**src/rtl/rf_arb_pkg.sv**
```systemverilog
// Shared types and default sizes for the register-file port arbiter.
package rf_arb_pkg;

  localparam int DEF_DATA_W     = 32;
  localparam int DEF_ADDR_W     = 5;
  localparam int DEF_NREG       = 32;
  localparam int DEF_STARVE_MAX = 4;

  // x0 is hardwired to zero and is never written.
  localparam int REG_ZERO = 0;

  typedef enum logic {
    ST_INIT = 1'b0,
    ST_RUN  = 1'b1
  } arb_state_e;

endpackage

```
**src/rtl/rf_init_sequencer.sv**
```systemverilog
// Post-reset zero-fill of x1..x(NREG-1): one register per cycle, then RUN.
module rf_init_sequencer
  import rf_arb_pkg::*;
#(
  parameter int ADDR_W = DEF_ADDR_W,
  parameter int NREG   = DEF_NREG
) (
  input  logic              clk,
  input  logic              rst_n,
  output logic              init_busy,
  output logic [ADDR_W-1:0] init_idx,
  output logic              init_done
);

  localparam logic [ADDR_W-1:0] LAST_IDX = ADDR_W'(NREG - 1);
  localparam logic [ADDR_W-1:0] FIRST_IDX = ADDR_W'(REG_ZERO + 1);

  arb_state_e        state_reg;
  logic [ADDR_W-1:0] init_idx_reg;
  logic              init_done_reg;

  // Walk init_idx from x1 to the last register; leaving INIT raises init_done.
  always_ff @(posedge clk or negedge rst_n) begin
    if (!rst_n) begin
      state_reg     <= ST_INIT;
      init_idx_reg  <= FIRST_IDX;
      init_done_reg <= 1'b0;
    end else begin
      case (state_reg)
        ST_INIT: begin
          if (init_idx_reg == LAST_IDX) begin
            state_reg     <= ST_RUN;
            init_done_reg <= 1'b1;
          end else begin
            init_idx_reg <= init_idx_reg + ADDR_W'(1);
          end
        end
        default: begin
          state_reg <= ST_RUN;
        end
      endcase
    end
  end

  assign init_busy = (state_reg == ST_INIT);
  assign init_idx  = init_idx_reg;
  assign init_done = init_done_reg;

endmodule

```
**src/rtl/rf_port_arbiter.sv**
```systemverilog
// Arbitrates the register file write port between core writeback and the
// debug port, and returns registered debug read data.
module rf_port_arbiter
  import rf_arb_pkg::*;
#(
  parameter int DATA_W     = DEF_DATA_W,
  parameter int ADDR_W     = DEF_ADDR_W,
  parameter int NREG       = DEF_NREG,
  parameter int STARVE_MAX = DEF_STARVE_MAX
) (
  input  logic              clk,
  input  logic              rst_n,
  input  logic              core_we,
  input  logic [ADDR_W-1:0] core_rd,
  input  logic [DATA_W-1:0] core_wdata,
  output logic              core_stall,
  input  logic              dbg_req,
  input  logic              dbg_we,
  input  logic [ADDR_W-1:0] dbg_addr,
  input  logic [DATA_W-1:0] dbg_wdata,
  output logic              dbg_gnt,
  output logic              dbg_rvalid,
  output logic [DATA_W-1:0] dbg_rdata,
  output logic              rf_we,
  output logic [ADDR_W-1:0] rf_waddr,
  output logic [DATA_W-1:0] rf_wdata,
  output logic [ADDR_W-1:0] rf_raddr,
  input  logic [DATA_W-1:0] rf_rdata,
  output logic              init_done
);

  localparam int                SC_W     = $clog2(STARVE_MAX + 1);
  localparam logic [SC_W-1:0]   SC_LIMIT = SC_W'(STARVE_MAX - 1);
  localparam logic [ADDR_W-1:0] ZERO_IDX = ADDR_W'(REG_ZERO);

  logic              init_busy;
  logic [ADDR_W-1:0] init_idx;

  logic [SC_W-1:0]   starve_cnt_reg;
  logic [SC_W-1:0]   starve_cnt_next;
  logic              dbg_rvalid_reg;
  logic [DATA_W-1:0] dbg_rdata_reg;

  logic              core_valid;
  logic              dbg_wr_req;
  logic              dbg_rd_req;
  logic              dbg_write_win;
  logic              read_accept;

  rf_init_sequencer #(
    .ADDR_W (ADDR_W),
    .NREG   (NREG)
  ) u_init_seq (
    .clk       (clk),
    .rst_n     (rst_n),
    .init_busy (init_busy),
    .init_idx  (init_idx),
    .init_done (init_done)
  );

  // Debug reads use the RF's combinational read port directly.
  assign rf_raddr = dbg_addr;

  // Write-port arbitration: core preferred, debug forced through once it has
  // been refused STARVE_MAX-1 consecutive times.
  always_comb begin
    core_valid      = core_we && (core_rd != ZERO_IDX);
    dbg_wr_req      = dbg_req && dbg_we;
    dbg_rd_req      = dbg_req && !dbg_we;
    dbg_write_win   = 1'b0;
    read_accept     = 1'b0;
    rf_we           = 1'b0;
    rf_waddr        = init_idx;
    rf_wdata        = '0;
    core_stall      = 1'b0;
    dbg_gnt         = 1'b0;
    starve_cnt_next = '0;

    if (init_busy) begin
      // Zero-fill owns the port; nobody else makes progress.
      rf_we      = 1'b1;
      rf_waddr   = init_idx;
      rf_wdata   = '0;
      core_stall = 1'b1;
    end else begin
      dbg_write_win = dbg_wr_req && (!core_valid || (starve_cnt_reg >= SC_LIMIT));
      read_accept   = dbg_rd_req;
      dbg_gnt       = dbg_rd_req || dbg_write_win;
      core_stall    = core_valid && dbg_write_win;

      if (dbg_write_win) begin
        // A granted debug write to x0 is consumed but never reaches the RF.
        rf_we    = (dbg_addr != ZERO_IDX);
        rf_waddr = dbg_addr;
        rf_wdata = dbg_wdata;
      end else if (core_valid) begin
        rf_we    = 1'b1;
        rf_waddr = core_rd;
        rf_wdata = core_wdata;
      end

      // Count only refusals of a pending debug write; anything else clears.
      if (dbg_wr_req && !dbg_write_win) begin
        starve_cnt_next = starve_cnt_reg + SC_W'(1);
      end
    end
  end

  // Starvation counter state.
  always_ff @(posedge clk or negedge rst_n) begin
    if (!rst_n) begin
      starve_cnt_reg <= '0;
    end else begin
      starve_cnt_reg <= starve_cnt_next;
    end
  end

  // Read return: capture RF data on the grant edge, pulse rvalid for one cycle.
  always_ff @(posedge clk or negedge rst_n) begin
    if (!rst_n) begin
      dbg_rvalid_reg <= 1'b0;
      dbg_rdata_reg  <= '0;
    end else begin
      dbg_rvalid_reg <= read_accept;
      if (read_accept) begin
        dbg_rdata_reg <= (dbg_addr == ZERO_IDX) ? '0 : rf_rdata;
      end
    end
  end

  assign dbg_rvalid = dbg_rvalid_reg;
  assign dbg_rdata  = dbg_rdata_reg;

endmodule

```
**config.mk**
```make
export PLATFORM = sky130hd
export DESIGN_NAME = rf_port_arbiter
export DESIGN_NICKNAME = d
export VERILOG_FILES = /design/src/rtl/rf_arb_pkg.sv /design/src/rtl/rf_init_sequencer.sv /design/src/rtl/rf_port_arbiter.sv
export SDC_FILE = /design/constraint.sdc
export NUM_CORES = 1
export LEC_CHECK = 0
export BUFFER_PORTS_ARGS = -buffer_cell sky130_fd_sc_hd__clkbuf_2
export CAP_MARGIN = 10
export CORE_MARGIN = 4
export CORE_UTILIZATION = 30
export DETAILED_ROUTE_END_ITERATION = 8
export PLACE_DENSITY_LB_ADDON = 0.05
export SETUP_SLACK_MARGIN = 0.3
export SYNTH_ARGS = -nofsm -noshare
export SYNTH_HDL_FRONTEND = slang
export SYNTH_SLANG_ARGS = --single-unit
```
**constraint.sdc**
```tcl
create_clock -name clk -period 3.5 [get_ports clk]
set_clock_uncertainty 0.2 [all_clocks]
set_input_delay 0.35 -clock clk [delete_from_list [all_inputs] [get_ports clk]]
set_output_delay 0.35 -clock clk [all_outputs]
set_load 0.02 [all_outputs]
```
After elaboration in Yosys (flattened, before gate mapping)
Index checks and enable logic that the tools add are counted.
- $add $sub $neg: 2
- $lt $le $gt $ge: 1
- equality and inequality tests: 1
- multiplexer cells: 17
- bitwise gates (word level): 2
- reductions and logical operators: 16
- operators by type and width (operator ; count):
    32-bit two-way mux ; 4
    5-bit two-way mux ; 3
    5-bit nonzero test ; 2
    1-bit two-way mux ; 8
    1-bit logical AND ; 6
    3-bit two-way mux ; 2
    5-bit by 1-bit adder with 5-bit output (second input constant) ; 1
    5-bit equality test (second input constant) ; 1
    5-bit zero test ; 1
    2-bit AND reduction ; 2
    3-bit by 1-bit adder with 3-bit output (second input constant) ; 1
    3-bit by 2-bit greater-or-equal comparator with 1-bit output (second input constant) ; 1
    1-bit zero test ; 3
    1-bit logical OR ; 2
    1-bit NOT ; 2
- register bits after elaboration: 43
- input bits: 111
- output and inout bits: 79
- logic and storage cells: 45

Longest topological paths before layout
Gate-level depths: netlist (run 1).
- depth in word-level cells: 9
- depth in mapped cells: 7
- mapped depth without buffers: 6

Modules after synthesis
From an unflattened synthesis (run 1), not the netlist that was laid out.
- cells, all modules: 255
- area total of the unflattened synthesis: 2299.7 um2
- by module, submodules not included (module ; instances ; cells each ; area each (um2) ; sequential area each (um2)):
    rf_port_arbiter ; 1 ; 234 ; 2006.9 ; 900.9
    rf_init_sequencer ; 1 ; 21 ; 292.8 ; 176.4

Least setup slack after synthesis (run 1)
No wires, ideal clock.
- path kind: reg-to-output
- start: reg starve_cnt_reg[0]
- end: out rf_waddr[0]
- arrival time: 1880 ps
- required time: 2950 ps
- slack: 1070 ps
- stages on the path, launching flop included: 8
- buffers on the path: 2
- cell sequence: dfrtp_1 ha_1 ha_1 a211oi_2 a211oi_2 buf_6 buf_4 a21oi_1
- longest elaborated chain between the ends: 5
- RTL lines (element ; RTL line ; source):
    start: declaration ; rf_port_arbiter.sv:39 ; logic [SC_W-1:0] starve_cnt_reg;
    start signal: assignment ; rf_port_arbiter.sv:114 ; starve_cnt_reg <= starve_cnt_next;
    3-bit by 2-bit greater-or-equal comparator with 1-bit output ; rf_port_arbiter.sv:86 ; dbg_write_win = dbg_wr_req && (!core_valid || (starve_cnt_reg >= SC_LIMIT));
    1-bit logical OR ; rf_port_arbiter.sv:86 ;
    1-bit logical AND ; rf_port_arbiter.sv:86 ;
    5-bit two-way mux ; rf_port_arbiter.sv:91 ; if (dbg_write_win) begin
    5-bit two-way mux ; rf_port_arbiter.sv:79 ; if (init_busy) begin
    end: declaration ; rf_port_arbiter.sv:25 ; output logic [ADDR_W-1:0] rf_waddr,
No other way between the ends.

Worst setup path in the final report (run 1)
- start: reg starve_cnt_reg[0]
- end: out rf_wdata[14]
- longest elaborated chain between the ends: 5
- RTL lines (element ; RTL line ; source):
    3-bit by 2-bit greater-or-equal comparator with 1-bit output ; rf_port_arbiter.sv:86 ;
    1-bit logical OR ; rf_port_arbiter.sv:86 ;
    1-bit logical AND ; rf_port_arbiter.sv:86 ;
    32-bit two-way mux ; rf_port_arbiter.sv:91 ;
    32-bit two-way mux ; rf_port_arbiter.sv:79 ;
    end: declaration ; rf_port_arbiter.sv:26 ; output logic [DATA_W-1:0] rf_wdata,
No other way between the ends.

==> run metrics, run 1 <==
core area 7410 um^2; Worst Path Buf+Inv 2; die area slightly above 9000 um^2; final worst path period share 85.5%; share of cells above drive strength 1 roughly half; IO buf count roughly 190; hold crit path type in -> async; Synth top cells by count 68 x nand2_1, 42 x dfrtp_1, 33 x nand3_1; sequential-to-total area share from yosys stat 46.0%; Peak Freq about 0.33 GHz; post-layout min period roughly 3 ns; synthesized area roughly 2300 um^2; sequence of cells on the critical path ha_1, ha_1, a211oi_4, a211oi_4, buf_4, a22o_1, clkbuf_2; top cells by area, synth dfrtp_1 45%, a22o_1 12%, nand2_1 11%; status finished, final reports clean; post-synthesis register bit count 43; syn nets 372; CTS buffer count 5; Root Buffer Master clkbuf_8; total congestion overflow 0; CP required just under 3 ns; # Max-Cap Violations 0; Initial Util between 30% and 40%; Post-synth ARST share 100%; DR WL/cell between 15 and 20 um; pin slew with the least headroom to its limit about 1.0 ns; drt drc 0; Worst Reg-to-Reg Cells 5; clk buf depth 2; leading area contributor after synthesis dfrtp_1; Crit-path slowest cell a211oi_4; # IOs 190; max reg flops 32; setup ws final roughly 0.51 ns; CP arrival 2.44 ns; Post-synth EDFFs 0; final-report max-slew violation count 0; via count between 2000 and 3000; leakage power between 1.5 and 2 nW; ANT nets after route 0; Syn Inst Count roughly 260; Critical Path Max Stage Delay approximately 0.53 ns; CTS tree done; H-tree depth 2; Synth Area per Inst 9.11 um^2; initial antenna violation count 0; die width 96.4 um; pre-CTS worst setup slack roughly 0.76 ns; max_slew headroom 30.5%; Clock Latency Late Sink roughly 0.29 ns; FP Rows 31; yosys warns 0; CTS sink count 43; Worst Path Max Fanout 25; global-route wire length before repair around 12 mm; Final #Nets 550; Placer Congestion slightly above 0.8; crit end category primary output; Synth top area share ~45%; Startpoint Class flop; vias in the first global route around 2400; clock slew at reported path FFs around 0.080 ns; largest net degree at the start of global routing 44; crit path kind reg -> out; DR vias/cell between 4 and 5; final core occ approximately 46%; Area Growth Syn to Fin 46.5%; Crit path max-delay family compound AO/OA/AOI/OAI gates; final hold vios 0; GRT met3 Usage under 10%; Final setup viols 0; GRT Resource Usage Total 16.4%; met2 Use GR between 20% and 30%; unrepaired setup endpoints after global routing no; 1st-iter DRT viols 79; Routed WL between 8 and 9 mm; grt met1 use between 10% and 20%; First-pass DRT Iterations 4; Post-DP HPWL 6.41 mm; post-synth cell types 36; top_reg_cell synth dfrtp_1; Fillers 750; worst vdd ir 0.194 mV; Cell Pwr Density between 300 and 400 nW/um^2; count leader, synth nand2_1; most used routing layer met2; setup_tns 0 ns; Antenna diodes 0; Worst path depth 7; Die Span Y just under 100 um
-- path summary, 6_finish.rpt --
path	slack (ns)	to	from
max	0.51	rf_wdata[14]	starve_cnt_reg[0]
max reg2reg	1.47	u_init_seq.init_idx[1]	u_init_seq.init_idx[1]
min reg2reg	0.26	u_init_seq.init_done	u_init_seq.init_done
min in group clk	0.07	dbg_rdata[1]	rf_rdata[1]
min	0.03	dbg_rdata[0]	rst_n
max in group asynchronous	2.43	dbg_rdata[24]	rst_n
-- cell usage in the layout (no fill, tap or decap), types with 6 or more instances in the layout --
| master | n |
|---|---|
| clkbuf_8 | 6 |
| nand2_1 | 68 |
| clkbuf_2 | 189 |
| dfrtp_1 | 42 |
| a22o_1 | 32 |
| nand3_1 | 33 |
| a21oi_1 | 6 |
| inv_1 | 10 |
| nor2_1 | 8 |
-- where the power goes --
part,switching (mW),internal [mW]
registers,0.0261,0.545
logic,0.245,0.149
clock network,0.167,0.231
-- final cells by class --
| class | instances | area, um^2 | share of cell area (%) |
|---|---|---|---|
| well taps | 99 | 124 | 3.61 |
| clock inverters | 2 | 35.0 | 1.02 |
| inverters | 11 | 41.3 | 1.20 |
| repair buffers | 193 | 976 | 28.4 |
| multi-input cells | 181 | 1090 | 31.9 |
| clock buffers | 6 | 82.6 | 2.41 |
| flip-flops and latches | 43 | 1080 | 31.4 |
-- through the flow --
stage          power, mW  cells  instance area [um^2]  hold slack, ns
2_1_floorplan      0.801    257                  2340          -0.146
4_1_cts             1.39    535                  3420          0.0546
3_3_place_gp       0.979    527                  3310           0.245
6_report            1.36    535                  3430          0.0275
3_5_place_dp       0.981    527                  3310           0.249
5_1_grt             1.44    535                  3430          0.0620
-- cell families (layout without fill, tap and decap cells) --
kind of cell	Yosys count	count (layout)	share of synthesized area, %
and+or+nand+nor	120	120	22.5
buffers and inverters	33	212	7.91
AOI/OAI and AO/OA	52	52	19.3
muxes	2	2	0.961
adders and majority gates	4	4	2.14
xor gates and xnor gates	3	3	1.12
DFF	43	43	46.0
-- timing repair --
item / in CTS / in global routing
endpoints found under the setup margin: 0 / 16
setup buffers: 0 / 0
hold buffers: 0 / 0
gates resized for setup: 0 / 1
-- per-layer routing --
metal,vias to the layer above,share of wire (%)
met3,4,12
met2,122,51
met5,-,0
met4,0,0.71
li1,1250,-
met1,1142,37
Note: power is estimated with default switching activity, not from simulation.
==> run 2, diff against run 1 <==
- PLACE_DENSITY: unset -> 0.7
- PLACE_DENSITY_LB_ADDON: 0.05 -> unset
==> run 2 against run 1 <==
  * Die area unchanged
  * Power shrank 4.8%
  * Non-clock buffer count did not move
  * First-iteration DRC count shrank 20%
  * Utilization decreased by 0.084 points
  * Critical endpoint is now rf_wdata[19]
  * Largest cell class unchanged
==> run metrics, run 2 (synthesis results as in run 1) <==
post-layout min period between 3 and 4 ns; die area 9290 um^2; Routed WL 8.13 mm; clk buf depth 2; global-route wire length before repair ~11 mm; setup_tns 0 ns; clock slew at reported path FFs ~0.090 ns; final worst path period share between 80% and 90%; # Max-Cap Violations 0; Area Growth Syn to Fin 46.2%; hold crit path type in -> async; Root Buffer Master clkbuf_8; Placer Congestion between 0.8 and 0.9; First-pass DRT Iterations 4; CTS buffer count 5; Die Span Y ~96 um; core area between 7000 and 8000 um^2; Post-DP HPWL approximately 6.4 mm; fin cells 536; IO buf count 189; Clock Latency Late Sink about 0.28 ns; largest net degree at the start of global routing 44; pin slew with the least headroom to its limit between 1 and 1.5 ns; unrepaired setup endpoints after global routing no; Antenna diodes 0; Fillers 761; ANT nets after route 0; die width approximately 96 um; CTS tree done; Worst Path Max Fanout 32; via count 2551; Area after DPL 3310 um^2; Post-CTS Setup Inserts 0; CP required 2.95 ns; drt drc 0; max_slew headroom around 29%; vias in the first global route approximately 2400; Peak Freq between 0.3 and 0.4 GHz; status finished, final reports clean; fin area around 3400 um^2; final hold vios 0; # IOs 190; Placed Cells between 500 and 600; most frequent cells in the layout 189 x clkbuf_2, 68 x nand2_1, 42 x dfrtp_1, 33 x nand3_1, 32 x a22o_1; final-report max-slew violation count 0; max reg flops 32; crit path kind reg -> out; Startpoint Class flop; Final setup viols 0; CTS sink count 43; worst vdd ir between 0.2 and 0.25 mV; Hold Worst Slack approximately 0.036 ns; crit end category primary output; FP Rows 31; H-tree depth 2; share of cells above drive strength 1 between 40% and 50%; most common cell after layout, fill and taps aside clkbuf_2; Cell Pwr Density between 300 and 400 nW/um^2; leakage power around 2.0 nW; CP arrival 2.48 ns; 1st-iter DRT viols 63; total congestion overflow 0; initial antenna violation count 0; GRT Resource Usage Total between 10% and 20%; DR vias/cell 4.76; Final #Nets between 500 and 600; DR WL/cell approximately 15 um; Initial Util about a third
==> run 2: cell count changes in the layout (fill, tap and decap cells not counted), sizes merged <==
| cell | delta |
|---|---|
| a211oi | +1 |
| clkinvlp | +1 |
| bufinv | -1 |
==> run 2: metal layers <==
metal / vias up / GRT usage, % / wire length (um)
li1: 1251 / - / -
met1: 1180 / 17.9 / 3020
met2: 116 / 28.9 / 4170
met3: 4 / 5.16 / 907
met4: 0 / 3.15 / 40
met5: - / 0 / 0
==> run 2: what timing repair did <==
action                                  CTS  global route
hold endpoints to repair                  0             0
hold buffers                              0             0
endpoints found under the setup margin    0            17
resized for setup                         0             1
==> run 2: critical path: stages (launching register included) <==
cell	delay (ns)
dfrtp_1	0.42
ha_1	0.22
ha_1	0.21
a211oi_4	0.36
o21ai_1	0.15
nor2_2	0.09
buf_4	0.31
a22o_1	0.23
clkbuf_2	0.18
==> run 2: report_power, final <==
part,total [mW],internal [mW],switching [mW]
logic,0.394,0.149,0.244
clock network,0.331,0.161,0.170
registers,0.573,0.545,0.0279
total,1.30,0.855,0.442
==> run 2: stage by stage <==
stage / util, % / setup slack, ns / power (mW)
CTS: 46.0 / 0.383 / 1.32
global route: 46.2 / 0.318 / 1.38
global placement: 44.6 / 0.736 / 0.974
finish: 46.2 / 0.471 / 1.30
detailed placement: 44.6 / 0.662 / 0.980
floorplan: - / 1.07 / 0.801
==> run 2: final timing paths <==
| kind | startpoint | endpoint | slack (ns) | cells after the start |
|---|---|---|---|---|
| setup / recovery | starve_cnt_reg[0] | rf_wdata[19] | 0.47 | 8 |
| hold / removal | rst_n | dbg_rdata[4] | 0.04 | 1 |
| setup reg to reg | u_init_seq.init_idx[1] | u_init_seq.init_idx[4] | 1.50 | 5 |
| hold reg to reg | u_init_seq.init_done | u_init_seq.init_done | 0.26 | 1 |
| max in group asynchronous | rst_n | u_init_seq.init_idx[3] | 2.39 | 1 |
| min in group clk | rf_rdata[5] | dbg_rdata[5] | 0.06 | 3 |
==> run 2: area by class of cell <==
| cell class | instances | area, um^2 | area share (%) |
|---|---|---|---|
| multi-input cells | 182 | 1110 | 32.3 |
| repair buffers | 193 | 976 | 28.5 |
| inverters | 11 | 41.3 | 1.21 |
| clock inverters | 2 | 16.3 | 0.475 |
| clock buffers | 6 | 82.6 | 2.41 |
| well taps | 99 | 124 | 3.62 |
| flip-flops and latches | 43 | 1080 | 31.5 |
==> run 3, diff against run 2 <==
- PLACE_DENSITY: 0.7 -> unset
==> run 3 against run 2 <==
  * Power up 9.2%
  * Flip-flop and latch count unchanged
  * First-iteration DRC count up 6.3%
  * Hold slack worse by 0.0070 ns
  * Highest routed layer unchanged
  * Global-route usage is 1.2 points higher
  * Critical path depth did not move
  * Critical endpoint is now rf_wdata[31]
  * Die area did not move
  * Utilization is 0.39 points higher
==> run metrics, run 3 (synthesis results as in run 1) <==
Area after DPL 3310 um^2; max_slew headroom around 30%; Final setup viols 0; final worst path period share a little under nine tenths; total congestion overflow 0; setup ws final about 0.51 ns; largest net degree at the start of global routing 44; final-report max-slew violation count 0; CTS tree done; max reg flops 32; FP Rows 31; die area 9290 um^2; Clock Latency Late Sink between 0.2 and 0.3 ns; H-tree depth 2; most frequent cells in the layout 189 x clkbuf_2, 68 x nand2_1, 42 x dfrtp_1, 33 x nand3_1, 32 x a22o_1; pre-CTS worst setup slack around 0.74 ns; post-layout min period ~3.0 ns; crit end category primary output; hold crit path type in -> async; clock slew at reported path FFs about 0.08 ns; ANT nets after route 0; worst vdd ir ~0.25 mV; Die Span Y between 90 and 100 um; Worst Path Max Fanout 32; Peak Freq 0.334 GHz; via count 2565; CP arrival between 2 and 2.5 ns; CP required 2.95 ns; grt met1 use a little under a fifth; Routed WL 8.22 mm; share of cells above drive strength 1 between 40% and 50%; unrepaired setup endpoints after global routing no; initial antenna violation count 0; Antenna diodes 0; global-route wire length before repair 12.2 mm; 1st-iter DRT viols 67; clk buf depth 2; crit path kind reg -> out; status finished, final reports clean; Initial Util between 30% and 40%; DR vias/cell around 4.8; fin area 3450 um^2; CTS buffer count 5; met2 Use GR ~30%; CTS sink count 43; drt drc 0; Cell Pwr Density 410 nW/um^2; Startpoint Class flop; setup_tns 0 ns; # Max-Cap Violations 0; pin slew with the least headroom to its limit ~1.0 ns; Area Growth Syn to Fin 47.4%; DR WL/cell approximately 15 um; Final #Nets about 550; Post-DP HPWL roughly 6.5 mm; vias in the first global route 2519; die width 96.4 um; # IOs between 150 and 200; GRT met3 Usage roughly 6.6%; Root Buffer Master clkbuf_8; First-pass DRT Iterations 4; core area 7410 um^2; leakage power 1.99 nW; final hold vios 0; Placer Congestion 0.696; most common cell after layout, fill and taps aside clkbuf_2; GRT Resource Usage Total between 10% and 20%; most used routing layer met2; IO buf count ~190
## run 3: repair_timing
| action | CTS | global route |
|---|---|---|
| buffers inserted | 0 | 1 |
| hold buffers | 0 | 0 |
| setup endpoints to repair | 0 | 8 |
| gates resized for setup | 0 | 1 |
## run 3: worst paths after layout
| kind | cells after the start | startpoint | to | slack, ns |
|---|---|---|---|---|
| max in group asynchronous | 1 | rst_n | dbg_rdata[31] | 2.42 |
| min in group clk | 3 | rf_rdata[17] | dbg_rdata[17] | 0.06 |
| worst min register to register | 2 | dbg_rdata[12] | dbg_rdata[12] | 0.27 |
| worst min-delay path | 1 | rst_n | dbg_rdata[5] | 0.03 |
| worst max register to register | 4 | u_init_seq.state_reg | dbg_rdata[31] | 1.32 |
| worst max-delay path | 8 | starve_cnt_reg[0] | rf_wdata[31] | 0.51 |
## run 3: per-stage QoR
step	util, %	total power [mW]	instances	hold WS, ns
after floorplan	-	0.801	257	-0.146
after global placement	44.6	0.974	527	0.250
after detailed placement	44.6	0.979	527	0.253
after CTS	46.4	1.44	535	0.0524
after global routing	46.6	1.50	536	0.0545
final	46.6	1.42	536	0.0290
## run 3: report_power, final
group          switching, mW  internal (mW)  leakage [nW]  total [mW]
clock network          0.166          0.285        0.0654       0.451
logic                  0.244          0.149          1.41       0.393
registers             0.0275          0.545         0.514       0.572
total                  0.437          0.979          1.99        1.42
## run 3: per-layer routing
layer	part of all wire (%)	routed length, um
met2	49	4050
met5	0	0
met1	36	2980
met4	0.89	73
met3	14	1120
## run 3: cell type report
cell class | count | area [um^2]
Sequential cell | 43 | 1080
Multi-Input combinational cell | 181 | 1090
Inverter | 11 | 41.3
Tap cell | 99 | 124
Fill cell | 767 | 3960
Clock inverter | 2 | 60.1
Timing Repair Buffer | 194 | 983
Clock buffer | 6 | 72.6
## run 3: critical path: stages (launching register included)
cell      delay, ns
dfrtp_1        0.43
ha_1           0.22
ha_1           0.21
a211oi_4       0.33
o21ai_1        0.14
nor2_2         0.09
buf_4          0.31
a22o_1         0.22
clkbuf_2       0.18
